**src/rtl/sparse_pkg.sv**
```systemverilog
// Shared constants and state encoding for the sparse weight packer and the MAC row.
package sparse_pkg;

  localparam int unsigned NZ    = 8;
  localparam int unsigned BW    = 4;
  localparam int unsigned COL   = 4;
  localparam int unsigned IDX_W = $clog2(COL);

  // Packer FSM: accumulate nonzeros in FILL, hold a finished word in EMIT.
  typedef enum logic [0:0] {
    FILL = 1'b0,
    EMIT = 1'b1
  } pack_state_e;

endpackage

```
**src/rtl/sparse_compact.sv**
```systemverilog
// Combinational compaction: appends the nonzero elements of one dense vector to the slot
// buffer at slot count_i, in ascending position order, and returns the updated count.
module sparse_compact
  import sparse_pkg::*;
#(
  parameter int unsigned nz  = NZ,
  parameter int unsigned bw  = BW,
  parameter int unsigned col = COL,
  parameter int unsigned iw  = (COL > 1) ? $clog2(COL) : 1,
  parameter int unsigned cw  = $clog2(NZ + 1)
) (
  input  logic [col-1:0][bw-1:0] weight_i,
  input  logic [cw-1:0]          count_i,
  input  logic [nz-1:0][bw-1:0]  slot_w_i,
  input  logic [nz-1:0][iw-1:0]  slot_idx_i,
  output logic [nz-1:0][bw-1:0]  slot_w_o,
  output logic [nz-1:0][iw-1:0]  slot_idx_o,
  output logic [cw-1:0]          new_count_o
);

  logic [col-1:0]         nz_mask;
  logic [col-1:0][cw-1:0] slot_of;
  logic [cw-1:0]          acc;

  // Prefix popcount: each position's destination slot is count_i plus the number of
  // nonzero positions below it.
  always_comb begin
    acc = count_i;
    for (int p = 0; p < int'(col); p++) begin
      nz_mask[p] = |weight_i[p];
      slot_of[p] = acc;
      acc        = acc + cw'(nz_mask[p]);
    end
    new_count_o = acc;
  end

  // Slot mapping: a slot takes the nonzero element whose destination matches it; slots
  // not hit keep their previous contents.
  always_comb begin
    slot_w_o   = slot_w_i;
    slot_idx_o = slot_idx_i;
    for (int s = 0; s < int'(nz); s++) begin
      for (int p = 0; p < int'(col); p++) begin
        if (nz_mask[p] && (slot_of[p] == cw'(s))) begin
          slot_w_o[s]   = weight_i[p];
          slot_idx_o[s] = iw'(p);
        end
      end
    end
  end

endmodule

```
**src/rtl/sparse_weight_packer.sv**
```systemverilog
// Packs nonzero weights of dense input vectors into fixed-width words of nz slots, each
// slot carrying the weight and its column index, for the MAC row load path.
module sparse_weight_packer
  import sparse_pkg::*;
#(
  parameter int unsigned nz  = NZ,
  parameter int unsigned bw  = BW,
  parameter int unsigned col = COL,
  localparam int unsigned iw = (col > 1) ? $clog2(col) : 1,
  localparam int unsigned cw = $clog2(nz + 1)
) (
  input  logic              clk,
  input  logic              reset,
  input  logic              in_valid,
  output logic              in_ready,
  input  logic [col*bw-1:0] in_weight_flat,
  input  logic              in_last,
  output logic              out_valid,
  input  logic              out_ready,
  output logic [nz*bw-1:0]  nzero_weights_flat,
  output logic [nz*iw-1:0]  w_indexes_flat,
  output logic [cw-1:0]     out_count,
  output logic              out_last
);

  // Once count exceeds this, another full vector of nonzeros might not fit.
  localparam int Thresh = int'(nz) - int'(col);

  pack_state_e           state_q, state_d;
  logic [cw-1:0]         count_q, count_d;
  logic [nz-1:0][bw-1:0] slot_w_q, slot_w_d;
  logic [nz-1:0][iw-1:0] slot_idx_q, slot_idx_d;
  logic [cw-1:0]         out_count_q, out_count_d;
  logic                  out_last_q, out_last_d;

  logic [nz-1:0][bw-1:0] cmp_w;
  logic [nz-1:0][iw-1:0] cmp_idx;
  logic [cw-1:0]         new_count;
  logic                  in_fire;
  logic                  out_fire;

  sparse_compact #(
    .nz (nz),
    .bw (bw),
    .col(col),
    .iw (iw),
    .cw (cw)
  ) u_compact (
    .weight_i   (in_weight_flat),
    .count_i    (count_q),
    .slot_w_i   (slot_w_q),
    .slot_idx_i (slot_idx_q),
    .slot_w_o   (cmp_w),
    .slot_idx_o (cmp_idx),
    .new_count_o(new_count)
  );

  assign in_ready  = (state_q == FILL) && !reset;
  assign out_valid = (state_q == EMIT);
  assign in_fire   = in_valid && in_ready;
  assign out_fire  = out_valid && out_ready;

  // Slots beyond count are always zero because the buffer is cleared on every emission.
  assign nzero_weights_flat = slot_w_q;
  assign w_indexes_flat     = slot_idx_q;
  assign out_count          = out_count_q;
  assign out_last           = out_last_q;

  // Next-state: absorb vectors in FILL, hold the word in EMIT until it is taken.
  always_comb begin
    state_d     = state_q;
    count_d     = count_q;
    slot_w_d    = slot_w_q;
    slot_idx_d  = slot_idx_q;
    out_count_d = out_count_q;
    out_last_d  = out_last_q;
    unique case (state_q)
      FILL: begin
        if (in_fire) begin
          slot_w_d   = cmp_w;
          slot_idx_d = cmp_idx;
          count_d    = new_count;
          if ((int'(new_count) > Thresh) || in_last) begin
            state_d     = EMIT;
            out_count_d = new_count;
            out_last_d  = in_last;
          end
        end
      end
      EMIT: begin
        if (out_fire) begin
          state_d     = FILL;
          count_d     = '0;
          slot_w_d    = '0;
          slot_idx_d  = '0;
          out_count_d = '0;
          out_last_d  = 1'b0;
        end
      end
      default: state_d = FILL;
    endcase
  end

  // State registers; synchronous reset drops any pending word.
  always_ff @(posedge clk) begin
    if (reset) begin
      state_q     <= FILL;
      count_q     <= '0;
      slot_w_q    <= '0;
      slot_idx_q  <= '0;
      out_count_q <= '0;
      out_last_q  <= 1'b0;
    end else begin
      state_q     <= state_d;
      count_q     <= count_d;
      slot_w_q    <= slot_w_d;
      slot_idx_q  <= slot_idx_d;
      out_count_q <= out_count_d;
      out_last_q  <= out_last_d;
    end
  end

endmodule

```
**config.mk**
```make
export PLATFORM = sky130hd
export DESIGN_NAME = sparse_weight_packer
export DESIGN_NICKNAME = d
export VERILOG_FILES = /design/src/rtl/sparse_pkg.sv /design/src/rtl/sparse_compact.sv /design/src/rtl/sparse_weight_packer.sv
export SDC_FILE = /design/constraint.sdc
export NUM_CORES = 1
export LEC_CHECK = 0
export ABC_AREA = 1
export ABC_CLOCK_PERIOD_IN_PS = 4950
export CELL_PAD_IN_SITES_DETAIL_PLACEMENT = 0
export CELL_PAD_IN_SITES_GLOBAL_PLACEMENT = 1
export CORE_AREA = 3 3 114 116
export DETAILED_ROUTE_END_ITERATION = 12
export DIE_AREA = 0 0 117 119
export PLACE_DENSITY = 0.86
export SLEW_MARGIN = 20
export SYNTH_ARGS = -nofsm -noshare
export SYNTH_HDL_FRONTEND = slang
export SYNTH_SLANG_ARGS = --single-unit
export TNS_END_PERCENT = 1
```
**constraint.sdc**
```tcl
create_clock -name clk -period 4.95 [get_ports clk]
set_clock_uncertainty 0.1 [all_clocks]
set_input_delay 0.99 -clock clk [delete_from_list [all_inputs] [get_ports clk]]
set_output_delay 0.99 -clock clk [all_outputs]
set_load 0.02 [all_outputs]
```
---- Word level (Yosys, flattened, before mapping) ----
Index checks and enable logic that the tools add are counted.
word-level totals
  flip-flop bits (word level) ............. 58
  logic and storage cells ................. 204
  output and inout port bits .............. 55
cells by class
  bitwise gates (word level) .............. 1
  mux-type cells .......................... 84
  reductions and logical operators ........ 55
  $add $sub $neg .......................... 4
  $lt $le $gt $ge ......................... 1
  eq/ne operators ......................... 39
operators with widths
  kind                                                            count
  two-way mux 4 bit                                               36
  == test 4 x 3 -> 1 bit (second input constant)                  16
  two-way mux 2 bit                                               32
  two-way mux 32 bit                                              2
  one-hot mux 32 bit (2 select lines)                             1
  != test 5 x 1 -> 1 bit (second input constant)                  8
  logical AND 1 bit                                               35
  == test 4 x 2 -> 1 bit (second input constant)                  8
  two-way mux 16 bit                                              2
  one-hot mux 16 bit (2 select lines)                             1
  AND reduction 3 bit                                             9
  adder 4 x 1 -> 4 bit                                            4
  == test 4 x 1 -> 1 bit (second input constant)                  4
  zero test 4 bit                                                 4
  one-hot mux 4 bit (2 select lines)                              2
  OR reduction 4 bit                                              4
  two-way mux 1 bit                                               6
  greater-than comparator 4 x 3 -> 1 bit (second input constant)  1
  != test 2 x 1 -> 1 bit (second input constant)                  2
  one-hot mux 1 bit (2 select lines)                              2
  != test 2 bit (second input constant)                           1
  AND reduction 2 bit                                             1
  zero test 1 bit                                                 1
  logical OR 1 bit                                                1
  NOT 1 bit                                                       1

---- Depth between registers and ports, before layout ----
  depth in word-level cells ............... 10
  depth in mapped cells ................... 20
  gate-level depth less buffers ........... 19

---- Hierarchy ----
Synthesis repeated with hierarchy kept, for this count alone.
unflattened totals
  cells, all modules ...................... 855
  area total of the unflattened synthesis .. 5023.6 um2
modules (own cells, without submodules)
  module                sequential area each (um2)  cells each  times used  area each (um2)
  sparse_compact        0.0                         599         1           2935.3
  sparse_weight_packer  1161.1                      256         1           2088.3

---- Worst setup path after synthesis ----
OpenSTA, ideal clock, no wires.
  path type ............................... in2reg
  start ................................... input in_weight_flat[1]
  end ..................................... register slot_w_q (netlist bit nzero_weights_flat[14])
  cell stages on the path ................. 15
  arrival time ............................ 3.948 ns
  setup slack ............................. 0.790 ns
  required time ........................... 4.737 ns
  path through ............................ clkinv_1 -> nand4_1 -> ha_1 -> ha_1 -> ha_1 -> ha_1 -> inv_1 -> nor3_2 -> nand3_2 -> nand3_1 -> nand2_2 -> inv_2 -> nand2_1 -> nand2_1 -> nor2_1
between the ends
  longest elaborated chain between the ends .. 9
ends and longest elaborated chain
  element                                                         RTL line                                    text
  start, declared                                                 sparse_weight_packer.sv:16                  input logic [col*bw-1:0] in_weight_flat,
  OR reduction 4 bit *                                            sparse_compact.sv:30                        nz_mask[p] = |weight_i[p];
  adder 4 x 1 -> 4 bit                                            sparse_compact.sv:32                        acc = acc + cw'(nz_mask[p]);
  adder 4 x 1 -> 4 bit or == test 4 x 2 -> 1 bit (tied branches)  sparse_compact.sv:32, sparse_compact.sv:44
  adder 4 x 1 -> 4 bit, or another cell as far along              sparse_compact.sv:32
  == test 4 x 2 -> 1 bit, or another cell as far along            sparse_compact.sv:44                        if (nz_mask[p] && (slot_of[p] == cw'(s))) begin
  logical AND 1 bit or two-way mux 4 bit (tied branches)          sparse_compact.sv:44
  two-way mux 4 bit                                               sparse_compact.sv:44
  two-way mux 32 bit                                              sparse_weight_packer.sv:79                  if (in_fire) begin
  one-hot mux 32 bit (2 select lines)                             sparse_weight_packer.sv:77                  unique case (state_q)
  end signal, assigned                                            sparse_weight_packer.sv:116                 slot_w_q <= slot_w_d;
  end, declared                                                   sparse_weight_packer.sv:31                  logic [nz-1:0][bw-1:0] slot_w_q, slot_w_d;
Every way passes the cells marked *; elsewhere a longest branch is shown, timed or not. The select of a mux whose other input is x is not followed.
A chain may end at the register's enable or synchronous reset.

---- Final worst setup path ----
  start ................................... input in_weight_flat[0]
  end ..................................... register slot_w_q (netlist bit nzero_weights_flat[2])
between the ends
  longest elaborated chain between the ends .. 9
ends and longest elaborated chain
  element                                                  RTL line
  OR reduction 4 bit *                                     sparse_compact.sv:30
  adder 4 x 1 -> 4 bit                                     sparse_compact.sv:32
  adder 4 x 1 -> 4 bit or zero test 4 bit (tied branches)  sparse_compact.sv:32, sparse_compact.sv:44
  adder 4 x 1 -> 4 bit, or another cell as far along       sparse_compact.sv:32
  zero test 4 bit, or another cell as far along            sparse_compact.sv:44
  logical AND 1 bit or two-way mux 4 bit (tied branches)   sparse_compact.sv:44
  two-way mux 4 bit                                        sparse_compact.sv:44
  two-way mux 32 bit                                       sparse_weight_packer.sv:79
  one-hot mux 32 bit (2 select lines)                      sparse_weight_packer.sv:77
Marked as above.

==> impl_metrics.yaml <==
outcome:
  status: "complete, no violations"
cts:
  cts_resized: 0
  hold_buffers: 0
  post-cts-setup-buffers: 0
  clock_sinks: 58
  numCtsBuffers: 9
  clock_path_buffers: 2
  clkTransAtPathRegs_ps: 50
  ctsHtreeMaxLevel: 3
  root_buffer: "clkbuf_16"
  clkLatencyLatePin_ps: 330
  cts_tree: "yes"
logic_synthesis:
  seq_area_frac_synth_pct: 26.3
  synth.distinct_cells: 29
  yosysMostFrequentCell: "nand2_1"
  syn_area_um2: 4410
  synth_nets: 731
  synthTopCellsByCount: "178 x nand2_1, 147 x nand3_1, 74 x a21oi_1"
  synthTopCellsByArea: "dfxtp_1 26%, nand3_1 17%, nand2_1 15%"
  synth_area_leader_cell: "dfxtp_1"
  yosys_warnings: 0
  ys.flop_type: "dfxtp_1"
  syn-instance-count: 702
  synth_xor_area_share_pct: 0
  async_flop_share_pct: 0
  synth_mux_area_share_pct: 0
  synth_edf_count: 0
  yosys.area_share.simple_pct: 53.3
  syn_area_per_cell_um2: 6.29
  synth_top_family_by_area: "simple AND/OR/NAND/NOR gates"
  netlist.area_leader.share_pct: 26.3
  synth-adder-area-share_pct: 2.27
  synth_compound_area_share_pct: 9.64
  synth-seq-cells: 58
power_and_ir_drop:
  switching_power_mw: 1.01
  p_seq_share_pct: 25.0
  pwr-share-comb_pct: 48.4
  vdd_drop_max_mv: 0.188
  internal-power_mw: 1.43
  pwr-share-clk_pct: 26.6
  swShare_pct: 41.3
  power_density_nw_per_um2: 425
  leakagePower_nw: 2.56
finish:
  nets: 815
  multi_input_area_um2: 2880
  n_antenna_cell: 0
  regArea_um2: 1160
  area_growth_pct: 29.7
  drive_gt1_share_pct: 11.8
  stdcell_count: 937
  nFillCells: 1264
sta:
  finalSetupViolCount: 0
  tightest_slew_ps: 954
  timing.fmax_mhz: 240
  finalSetupTns_ps: 0
  rsz0062_at_grt: "false"
  slew_violations: 0
  fin_crit_sh_pct: 84.1
  finalWorstSetupSlack_ps: 787
  relSlewSlack_pct: 36.3
  final_hold_viol_count: 0
  min_period_ps: 4160
global_route:
  grt_max_degree: 45
  grt_antenna_before_repair: 0
  grt_pass1_vias: 5061
  grt_pass1_wl_um: 26100
  grt_use_total_pct: 23.8
  grt_overflow: 0
routing:
  wl_per_cell_um: 17.4
  dr.pass1.iters: 5
  drtIter0Drc: 381
  drt_wl_total_um: 16300
  drtAntennaViolNets: 0
  vias_per_cell: 5.66
  drc_errors: 0
  routed-via-count: 5303
hold_path:
  hold_path.class: "flop to flop"
  hold_depth: 2
place:
  place_hpwl_um: 11700
  port_buffers: 75
  globalplace.congestion: 1.01
  numPlacedInstances: 922
  dp_slack_ps: 486
floorplanning:
  io_pins: 76
  placementRows: 40
  dieArea_um2: 13900
  die_x_um: 117
  core_area_um2: 12000
  start_util_pct: 36.7
  die_h_um: 119
run:
  maxCapViolCount: 0
critical_path:
  critPathLaunchType: "input port"
  crit_required_ps: 5110
  endpoint_kind: "flop"
  worstRegToRegCells: 13
  critPathKind: "input port to flop"
  path_max_fanout: 15
  cp_data_arrival_time_ps: 4330
routing by layer:
metal | vias to the layer above | global-route usage, % | wire length, um
li1 | 2602 | - | -
met1 | 2415 | 32.2 | 7240
met2 | 250 | 37.2 | 7430
met3 | 36 | 3.66 | 1130
met4 | 0 | 10.0 | 504
met5 | - | 0 | 0
path summary, 6_finish.rpt:
kind	from	endpoint	slack (ps)
worst min-delay path	w_indexes_flat[13]	w_indexes_flat[13]	370
worst min register to register	w_indexes_flat[13]	w_indexes_flat[13]	370
worst max-delay path	in_weight_flat[0]	nzero_weights_flat[2]	790
worst max register to register	count_q[0]	nzero_weights_flat[2]	1770
cell type report:
class,count,share of cell area [%]
inverter,57,3.74
clock inverter,2,0.612
timing repair buffer,104,17.1
tap,147,3.21
multi-input combinational,556,50.3
sequential,58,20.3
clock buffer,13,4.72
sequential cells by signal (all words and copies together) (netlist names):
name / flops
out_count: 4
w_indexes_flat: 16
out_last: 1
nzero_weights_flat: 32
out_valid: 1
count_q: 4
power by group through the flow:
stage | logic, mW | clock network (mW) | registers (mW)
after floorplan | 0.657 | 0 | 0.715
after global placement | 1.14 | 0 | 0.614
after detailed placement | 1.16 | 0 | 0.617
after CTS | 1.17 | 0.654 | 0.609
after global routing | 1.29 | 0.679 | 0.620
final | 1.18 | 0.647 | 0.609
through the flow:
stage	instance area, um^2	hold slack (ps)	power (mW)	utilization, %
global route	5730	387	2.59	47.7
global placement	5420	353	1.76	45.1
floorplan	4410	383	1.37	-
finish	5730	368	2.43	47.7
detailed placement	5420	362	1.78	45.1
CTS	5730	368	2.43	47.7
critical path, stage by stage:
cell and delay (ps):
clkdlybuf4s50_1 470, clkinv_1 160, nand4_1 180, ha_1 210
ha_1 290, ha_1 390, ha_1 270, inv_1 60
nand3_1 150, nand2_4 260, inv_2 140, nand3_2 180
nand3_2 150, nand2_1 120, nand2_1 120, a21oi_1 190
logic make-up after synthesis:
group,after synthesis
simple gates,467
buf+inv,88
compound gates,81
flops,58
fa+ha+maj,8
layout by cell type, fill, tap and decap left out, drive strengths merged:
cell and instances:
nor4 1, nor2 41, clkdlybuf4s50 75, bufinv 1
nand2 193, ha 8, nand4 62, dfxtp 58
clkinv 6, o21ai 1, nand3 162, clkbuf 13
nand3b 4, inv 52, a21oi 79, buf 29
nor3 4, o22ai 1
Note: power is estimated with default switching activity, not from simulation.
